**config.mk**
```make
export PLATFORM = sky130hd
export DESIGN_NAME = latch_bank
export DESIGN_NICKNAME = d
export VERILOG_FILES = /design/src/rtl/latch_bank_pkg.sv /design/src/rtl/latch_bank_word.sv /design/src/rtl/latch_bank.sv
export SDC_FILE = /design/constraint.sdc
export NUM_CORES = 1
export LEC_CHECK = 0
export CAP_MARGIN = 20
export CELL_PAD_IN_SITES_DETAIL_PLACEMENT = 1
export CELL_PAD_IN_SITES_GLOBAL_PLACEMENT = 1
export CORE_MARGIN = 3
export CORE_UTILIZATION = 31
export CTS_CLUSTER_DIAMETER = 40
export DETAILED_ROUTE_END_ITERATION = 8
export PLACE_DENSITY_LB_ADDON = 0.15
export RECOVER_POWER = 50
export SLEW_MARGIN = 20
export SYNTH_ARGS = -nofsm -noshare
export SYNTH_HDL_FRONTEND = slang
export SYNTH_SLANG_ARGS = --single-unit
```
**constraint.sdc**
```tcl
create_clock -name clk -period 2.15 [get_ports clk]
set_input_delay 0.43 -clock clk [delete_from_list [all_inputs] [get_ports clk]]
set_output_delay 0.43 -clock clk [all_outputs]
set_load 0.005 [all_outputs]
```
**src/rtl/latch_bank_pkg.sv**
```systemverilog
// Shared types and helpers for the multi-channel storage bank.
package latch_bank_pkg;

    typedef enum logic [1:0] {
        MODE_LATCH  = 2'b00,
        MODE_EDGE   = 2'b01,
        MODE_TOGGLE = 2'b10,
        MODE_SHIFT  = 2'b11
    } mode_t;

    // A single-channel bank still gets a 1-bit select so the port never collapses.
    function automatic int ch_width(input int num_ch);
        return (num_ch <= 1) ? 1 : $clog2(num_ch);
    endfunction

endpackage

```
**src/rtl/latch_bank_word.sv**
```systemverilog
// One WIDTH-bit storage word of the bank: load, toggle or shift, in that priority.
module latch_bank_word #(
    parameter int WIDTH = 4
) (
    input  logic             clk,
    input  logic             rst_n,
    input  logic             load,
    input  logic             toggle,
    input  logic             shift,
    input  logic             shift_in,
    input  logic [WIDTH-1:0] d,
    output logic [WIDTH-1:0] word,
    output logic             msb,
    output logic             will_change
);

    logic [WIDTH-1:0] shifted;
    logic [WIDTH-1:0] next_word;

    generate
        if (WIDTH == 1) begin : g_narrow
            assign shifted = shift_in;
        end else begin : g_wide
            assign shifted = {word[WIDTH-2:0], shift_in};
        end
    endgenerate

    always_comb begin
        next_word = word;
        if (load) begin
            next_word = d;
        end else if (toggle) begin
            next_word = word ^ d;
        end else if (shift) begin
            next_word = shifted;
        end
    end

    always_ff @(posedge clk) begin
        if (!rst_n) begin
            word <= '0;
        end else begin
            word <= next_word;
        end
    end

    // Lets the top flag a content change without keeping a shadow copy of the bank.
    assign will_change = (next_word != word);
    assign msb         = word[WIDTH-1];

endmodule

```
**src/rtl/latch_bank.sv**
```systemverilog
// Multi-channel storage bank with latch, edge-capture, toggle and shift-chain modes.
module latch_bank
    import latch_bank_pkg::*;
#(
    parameter int WIDTH  = 4,
    parameter int NUM_CH = 2,
    parameter int CNT_W  = 8,
    localparam int CH_W  = ch_width(NUM_CH)
) (
    input  logic                    clk,
    input  logic                    rst_n,
    input  logic                    en,
    input  logic [1:0]              mode,
    input  logic [CH_W-1:0]         ch_sel,
    input  logic [WIDTH-1:0]        d,
    input  logic                    ser_in,
    output logic [WIDTH-1:0]        q_sel,
    output logic [NUM_CH*WIDTH-1:0] q_all,
    output logic                    ser_out,
    output logic                    chg,
    output logic [CNT_W-1:0]        wr_cnt
);

    localparam logic [CH_W:0] CH_LIMIT = (CH_W+1)'(NUM_CH);

    mode_t            mode_e;
    logic             en_q;
    logic             ch_valid;
    logic             do_load;
    logic             do_toggle;
    logic             do_shift;
    logic             write_event;
    logic [WIDTH-1:0] stored_sel;
    logic [WIDTH-1:0] words       [NUM_CH];
    logic             msb         [NUM_CH];
    logic             chain_in    [NUM_CH];
    logic [NUM_CH-1:0] will_change;

    assign mode_e   = mode_t'(mode);
    assign ch_valid = ({1'b0, ch_sel} < CH_LIMIT);

    // LATCH and EDGE both load d; they differ only in how en qualifies the write.
    assign do_load   = ch_valid && en &&
                       ((mode_e == MODE_LATCH) || ((mode_e == MODE_EDGE) && !en_q));
    assign do_toggle = ch_valid && en && (mode_e == MODE_TOGGLE);
    assign do_shift  = en && (mode_e == MODE_SHIFT);
    assign write_event = do_load || do_toggle || do_shift;

    genvar k;
    generate
        for (k = 0; k < NUM_CH; k++) begin : g_word
            if (k == 0) begin : g_head
                assign chain_in[k] = ser_in;
            end else begin : g_link
                assign chain_in[k] = msb[k-1];
            end

            latch_bank_word #(
                .WIDTH(WIDTH)
            ) u_word (
                .clk        (clk),
                .rst_n      (rst_n),
                .load       (do_load && (ch_sel == CH_W'(k))),
                .toggle     (do_toggle && (ch_sel == CH_W'(k))),
                .shift      (do_shift),
                .shift_in   (chain_in[k]),
                .d          (d),
                .word       (words[k]),
                .msb        (msb[k]),
                .will_change(will_change[k])
            );

            assign q_all[k*WIDTH +: WIDTH] = words[k];
        end
    endgenerate

    always_comb begin
        stored_sel = '0;
        for (int i = 0; i < NUM_CH; i++) begin
            if (ch_sel == CH_W'(i)) begin
                stored_sel = words[i];
            end
        end
    end

    // Transparent bypass makes LATCH mode behave like a real latch with zero latency.
    assign q_sel = ((mode_e == MODE_LATCH) && en && ch_valid) ? d : stored_sel;

    always_ff @(posedge clk) begin
        if (!rst_n) begin
            en_q    <= 1'b0;
            ser_out <= 1'b0;
            chg     <= 1'b0;
            wr_cnt  <= '0;
        end else begin
            en_q <= en;
            chg  <= |will_change;
            if (do_shift) begin
                ser_out <= msb[NUM_CH-1];
            end
            if (write_event && (wr_cnt != {CNT_W{1'b1}})) begin
                wr_cnt <= wr_cnt + 1'b1;
            end
        end
    end

endmodule

```
# Yosys cells after proc, flatten, opt, wreduce, memory -nomap -nowiden
# Cells that the tools add are included.
[totals]
ff_bits = 19
out_inout_bits = 22
[op_classes]
addsub = 1
n_eq_ne = 6
n_mux = 8
n_bitwise = 3
n_reduce_logical = 16
[ops]
columns = ["operator", "count"]
rows = [
  ["4-bit two-way mux", 8],
  ["1-bit logical AND", 10],
  ["8-bit by 1-bit adder with 8-bit output (second input constant)", 1],
  ["4-bit != test", 2],
  ["8-bit != test (second input constant)", 1],
  ["4-bit XOR", 2],
  ["2-bit == test (second input constant)", 2],
  ["1-bit logical OR", 3],
  ["2-bit by 1-bit == test with 1-bit output (second input constant)", 1],
  ["2-bit logical NOT", 1],
  ["2-bit OR reduction", 1],
  ["1-bit logical NOT", 1],
  ["1-bit NOT", 1],
]

# Logic depth before layout (Yosys ltp)
# Gate-level depths: netlist of the first run.
[depth]
depth_word = 8
depth_mapped = 8
mapped_depth_nobuf = 7

# Hierarchy
# A second synthesis of the first run with hierarchy kept.
[hier_totals]
cells_unflattened = 199
area_unflattened_um2 = 1525.2
[modules_own_cells]
columns = ["module", "instances", "cells_per_inst", "area_each_um2"]
rows = [
  ["latch_bank_word", 2, 58, 412.9],
  ["latch_bank", 1, 83, 699.4],
]

# Worst setup path before layout of the first run
# OpenSTA, ideal clock, no wires.
[synth_path]
kind = "input to register"
startpoint = "input port mode[0]"
endpoint = "register chg"
setup_ps = 120
arrival_ps = 2019
required_ps = 2030
path_slack_ps = 11
cell_stages = 7
n_path_buf = 1
path_cell_list = "buf_6 > and2_4 > nor2_4 > and4_1 > or4_1 > or4_1 > o31a_1"
[synth_between]
elab_chain_len = 8
elab_cells_between_ends = 22
classes_between = "eq/ne: 5; mux: 6; reduce/logical: 11"
[synth_lines]
columns = ["item", "line", "text"]
rows = [
  ["start, declared", "latch_bank.sv:13", "input logic [1:0] mode,"],
  ["2-bit by 1-bit == test with 1-bit output", "latch_bank.sv:44", "((mode_e == MODE_LATCH) || ((mode_e == MODE_EDGE) && !en_q));"],
  ["1-bit logical AND", "latch_bank.sv:44", ""],
  ["1-bit logical OR", "latch_bank.sv:44", ""],
  ["1-bit logical AND", "latch_bank.sv:43", "assign do_load = ch_valid && en &&"],
  ["1-bit logical AND", "latch_bank.sv:63", ".load (do_load && (ch_sel == CH_W'(k))),"],
  ["4-bit two-way mux", "latch_bank_word.sv:30", "if (load) begin"],
  ["4-bit != test", "latch_bank_word.sv:48", "assign will_change = (next_word != word);"],
  ["2-bit OR reduction (*)", "latch_bank.sv:97", "chg <= |will_change;"],
  ["end signal, assigned", "latch_bank.sv:97", ""],
  ["end, declared", "latch_bank.sv:20", "output logic chg,"],
]
# Mark *: on every way between the ends. The rest lies on a longest branch, timed or not.
# A chain may end at the register's enable or synchronous reset.

# Worst setup path in the final report of the first run
[layout_path]
startpoint = "input port d[0]"
endpoint = "register chg"
[layout_between]
elab_chain_len = 5
elab_cells_between_ends = 9
classes_between = "eq/ne: 2; mux: 4; bitwise: 2; reduce/logical: 1"
[layout_lines]
columns = ["item", "line", "text"]
rows = [
  ["start, declared", "latch_bank.sv:15", "input logic [WIDTH-1:0] d,"],
  ["4-bit XOR", "latch_bank_word.sv:33", "next_word = word ^ d;"],
  ["4-bit two-way mux", "latch_bank_word.sv:32", "end else if (toggle) begin"],
  ["4-bit two-way mux", "latch_bank_word.sv:30", ""],
  ["4-bit != test", "latch_bank_word.sv:48", ""],
  ["2-bit OR reduction (*)", "latch_bank.sv:97", ""],
]
# Marks and branches as above.

==> out/qor.yml, run 1 <==
status: "finished clean"
critPathArrivalTime_ps: 2280
cts_tree: "done"
grt.total_usage: 0.236
crit_chain: "clkdlybuf4s50_1, nand4_1, a21oi_1, or4_1, or4_4, o31a_1"
htree_levels: 1
num_io_pins: 33
die_area_um2: 5390
layout-drive-gt1-share: 0.247
drt_wl_total_mm: 5.96
worst_pin_slew_ps: 579
final_antenna_net_count: 0
start_util: 0.336
met2_usage: 0.405
cap_violations: 0
syn_area_um2: 1410
period_needed_ps: 2120
holdBufCountCts: 0
fin_nets: 292
drt_iter0_markers: 113
vias_per_cell: 5.65
yosys_warnings: 0
critical_path_required_ps: 2310
synth.net_count: 213
synth_cell_types: 43
numCtsBuffers: 3
clock_path_buffers: 2
p_per_area_nw_per_um2: 429
setup_tns_ps: 0
syn_inst: 201
fmax_mhz: 471
power_leakage_nw: 0.926
hpwl_mm: 4.76
finalHoldViolCount: 0
holdWs_ps: 428
avgSynthCellArea_um2: 7.02
cts_root_buffer: "clkbuf_8"
cp_max_fo: 2
synth_area_leaders: "dfxtp_1 (27%), o21ai_0 (8.5%), nand2_1 (6.9%)"
antenna_found_initial: 0
mostFrequentLayoutCell: "buf_4"
ys.flop_type: "dfxtp_1"
layout_common_cells: "buf_4 (51), nand2_1 (25), o21ai_0 (22), dfxtp_1 (19), nor2_1 (15)"
drc: 0
cts.sinks: 19
ys_seq_area_frac: 0.270
period_share: 0.988
die_y_um: 73.4
rows: 23
worstSetupPathType: "in2reg"
grt_max_degree: 17
hold_class: "in2reg"
maxSlewHeadroom: 0.613
grtUsageMet1: 0.311
cp-end-kind: "register"
skew_ps: 8.96
core_area_um2: 4200
start_kind: "primary input"
fin_util: 0.520
area_growth_syn_to_layout_pct: 54.9
slowest_stage: "or4_1"
grt_pass1_wl_mm: 9.94
grt_pass1_vias: 1932
setup_violations: 0
die_x_um: 73.4
synth_top_area_share: 0.270
num_vias: 1860
rsz0062_at_grt: "false"
synthArstFlopShare: 0
clkSlewWorstSetupHoldPaths_ps: 80
final_cells: 329
routedWlPerCell_um: 18.1
ys_seq_elements: 19
drt-pass1-iter-count: 4
drv_slew: 0
dp_cells: 321
max_stage_delay_ps: 510
grt_overflow_total: 0
antenna_cells: 0
synth_top_area_cell: "dfxtp_1"
synth-edff-count: 0
ir_worst_vdd_mv: 0.259
routabilityCongestion: 0.949
portBuffers: 32
grtUsageMet3: 0.0369
clk_latency_ps: 260
grt_busiest_layer: "met2"
registers in the layout (all words and copies together) (netlist names):
name                count
g_word.u_word.word      8
en_q                    1
ser_out                 1
chg                     1
wr_cnt                  8
critical path, delay by kind of cell:
| family | cells | cell delay (ps) |
|---|---|---|
| buf+inv | 1 | 460 |
| simple gates | 3 | 1070 |
| compound gates | 2 | 330 |
per-stage QoR:
step | worst slack, ps | cell area (um^2) | power [mW]
2_1_floorplan | 11.3 | 1410 | 0.513
3_3_place_gp | -511 | 2120 | 0.673
3_5_place_dp | -612 | 2120 | 0.684
4_1_cts | 5.65 | 2200 | 0.954
5_1_grt | 1.83 | 2180 | 0.992
6_report | 25.3 | 2180 | 0.938
what timing repair did:
| item | in CTS | in global routing |
|---|---|---|
| cloned | 0 | 0 |
| setup endpoints to repair | 5 | 3 |
| hold endpoints to repair | 0 | 0 |
| setup buffers | 3 | 1 |
| pin swaps | 4 | 3 |
| gates resized for setup | 19 | 5 |
metal layers:
metal,wire [um],part of all wire
met5,0,0
met4,79,0.013
met3,253,0.042
met2,2880,0.48
met1,2740,0.46
cells by family after synthesis:
logic type / share of synthesized area
multiplexers: 0.0284
AO/OA/AOI/OAI: 0.256
flip-flops: 0.270
AND/OR/NAND/NOR: 0.328
XOR/XNOR: 0.0373
buffers and inverters: 0.0719
adder cells (fa/ha/maj): 0.00887
cell usage after synthesis, types with 5 or more instances:
cell type and n:
inv_1 8, clkbuf_1 7, dfxtp_1 19, a21oi_1 12, o2111ai_1 5, or3_1 5
o21ai_0 24, nor2_1 16, nand2_1 26, nand3_1 12, nand4_1 9
cell type report:
cell class,count,area [um^2]
Inverter,9,35.0
Tap cell,50,62.6
Fill cell,548,2020
Multi-Input combinational cell,160,940
Sequential cell,19,380
Timing Repair Buffer,87,722
Clock buffer,4,45.0
where the power goes:
part,switching (mW),total [mW],internal [mW],leakage (nW)
clock,0.129,0.261,0.132,0.0228
combinational,0.140,0.288,0.148,0.748
sequential,0.0214,0.389,0.367,0.155
total,0.290,0.938,0.648,0.926
final timing paths:
check | cells past startpoint | endpoint | slack, ps | start
setup / recovery | 6 | chg | 30 | d[0]
hold / removal | 2 | en_q | 430 | en
setup reg to reg | 6 | chg | 110 | en_q
hold reg to reg | 2 | ser_out | 460 | ser_out
No activity file was read; power rests on OpenSTA's default activity.
==> run 2, diff against run 1 <==
--- a/config.mk
+++ b/config.mk
@@ -5,11 +5,12 @@
 export SDC_FILE = /design/constraint.sdc
 export NUM_CORES = 1
 export LEC_CHECK = 0
+export ABC_CLOCK_PERIOD_IN_PS = 2450
 export CAP_MARGIN = 20
 export CELL_PAD_IN_SITES_DETAIL_PLACEMENT = 1
 export CELL_PAD_IN_SITES_GLOBAL_PLACEMENT = 1
 export CORE_MARGIN = 3
-export CORE_UTILIZATION = 31
+export CORE_UTILIZATION = 38
 export CTS_CLUSTER_DIAMETER = 40
 export DETAILED_ROUTE_END_ITERATION = 8
 export PLACE_DENSITY_LB_ADDON = 0.15
==> constraint.sdc (replaced) <==
create_clock -name clk -period 2.45 [get_ports clk]
set_input_delay 0.49 -clock clk [delete_from_list [all_inputs] [get_ports clk]]
set_output_delay 0.49 -clock clk [all_outputs]
set_load 0.005 [all_outputs]
==> run 2 against run 1 <==
- clock power down 10%
- clock skew decreased by 3.4 ps
- critical path depth is 2 higher
- clock-buffer cell count decreased by 1
- die area down 17%
- critical endpoint unchanged
- non-clock buffer count fell by 14
- worst setup slack improved by 31 ps
- worst hold slack improved by 55 ps
- largest cell class unchanged
==> out/qor.yml, run 2 (same netlist as run 1, synthesis figures left out) <==
cts_root_buffer: "clkbuf_8"
holdWs_ps: 483  # +54.8 ps
die_area_um2: 4480  # -17%
die_y_um: 66.9  # -8.9%
worstSetupPathType: "in2reg"
grt_pass1_vias: 1871  # -3.2%
drc: 0  # unchanged
start_util: 0.410  # +0.0741
clk_latency_ps: 270  # about the same
postCtsSetupRepairBufs: 0  # -3
fin_nets: 278  # -4.8%
fmax_mhz: 418
cp-end-kind: "register"
cap_violations: 0  # unchanged
layout-drive-gt1-share: 0.200  # -0.0473
period_needed_ps: 2390
grt.total_usage: 0.287  # +0.0512
routedWlPerCell_um: 18.3  # +1.3%
final_antenna_net_count: 0  # unchanged
max_stage_delay_ps: 470  # -40 ps
hold_class: "reg2reg"
drt_wl_total_mm: 5.70  # -4.3%
setup_violations: 0  # unchanged
antenna_found_initial: 0  # unchanged
num_vias: 1817  # -2.3%
skew_ps: 5.56  # -3.40 ps
start_kind: "primary input"
rsz0062_at_grt: "true"
maxSlewHeadroom: 0.654  # +0.0406
finalHoldViolCount: 0  # unchanged
ctsResizeCount: 9  # -10
period_share: 0.977
cts_tree: "done"
core_area_um2: 3440  # -18%
grt_max_degree: 17  # unchanged
fin_total_pwr_mw: 0.812  # -13%
holdBufCountCts: 0  # unchanged
rows: 21  # -8.7%
mostFrequentLayoutCell: "buf_4"
area_growth_syn_to_layout_pct: 47.7
num_io_pins: 33  # unchanged
power_leakage_nw: 0.849  # -8.3%
grt_pass1_wl_mm: 9.60  # -3.5%
layout_common_cells: "buf_4 (36), nand2_1 (26), o21ai_0 (23), dfxtp_1 (19), nor2_1 (15)"
clkSlewWorstSetupHoldPaths_ps: 80  # about the same
drt-pass1-iter-count: 4  # unchanged
worst_pin_slew_ps: 519  # -60.9 ps
cts.sinks: 19  # unchanged
numCtsBuffers: 3  # unchanged
htree_levels: 1  # unchanged
drv_slew: 0  # unchanged
antenna_cells: 0  # unchanged
critical_path_required_ps: 2610  # +300 ps
routabilityCongestion: 0.973  # +2.6%
portBuffers: 32  # unchanged
cp_max_fo: 3  # +1
crit_chain: "clkdlybuf4s50_1, or2b_2, nor2_4, buf_4, a32oi_1, and3_1, or4_1, o31a_1"
status: "finished clean"
hpwl_mm: 4.59  # -3.5%
vias_per_cell: 5.84  # +3.3%
critPathArrivalTime_ps: 2550  # +270 ps
die_x_um: 66.9  # -8.9%
slowest_stage: "or4_1"
clock_path_buffers: 2  # unchanged
p_per_area_nw_per_um2: 390  # -9.2%
ir_worst_vdd_mv: 0.221  # -15%
grt_overflow_total: 0  # unchanged
reg.largest.list: "g_word.u_word.word x8, wr_cnt x8"
drt_iter0_markers: 87  # -23%
run 2: changes by cell type in the layout (fill, tap and decap cells not counted), moves of 2 or more:
cell,change
nor3_1,-2
clkdlybuf4s50_1,+3
nor3_2,+2
buf_6,+2
buf_4,-15
clkbuf_2,-2
run 2: area by class of cell:
class / instances / area (um^2)
fillers: 444 / 1360
multi-input cells: 160 / 941
repair buffers: 73 / 621
flip-flops and latches: 19 / 380
well taps: 46 / 57.6
clock buffers: 3 / 41.3
inverters: 9 / 37.5
clock inverters: 1 / 5.00
run 2: power by group:
part           switching (mW)  total [mW]  internal (mW)
sequential             0.0242       0.346          0.322
combinational           0.113       0.230          0.117
clock                   0.122       0.235          0.114
total                   0.259       0.812          0.553
run 2: critical path, delay by kind of cell:
kind | cells | cell delay, ps
buffers and inverters | 2 | 560
AO/OA/AOI/OAI | 2 | 380
AND/OR/NAND/NOR | 4 | 1120
run 2: metal layers:
metal	vias to the layer above	track usage	wire length, um
met5	-	0	0
met4	0	0.0861	121
met3	10	0.0388	337
met2	69	0.495	2760
met1	877	0.368	2480
li1	861	-	-
run 2: stage by stage:
step | worst slack [ps] | instance area [um^2] | setup TNS, ps | std cells | util
after floorplan | 251 | 1410 | 0 | 201 | -
after global placement | -285 | 2030 | -1140 | 307 | 0.589
after detailed placement | -367 | 2030 | -1610 | 307 | 0.589
after CTS | 0.697 | 2080 | 0 | 311 | 0.604
after global routing | -0.735 | 2080 | -0.735 | 311 | 0.605
final | 55.8 | 2080 | 0 | 311 | 0.605
run 2: worst paths after layout:
kind | cells past startpoint | to | startpoint | slack (ps)
hold / removal | 2 | ser_out | ser_out | 480
hold reg to reg | 2 | ser_out | ser_out | 480
setup / recovery | 8 | chg | ch_sel | 60
setup reg to reg | 5 | chg | g_word[0].u_word.word[1] | 360
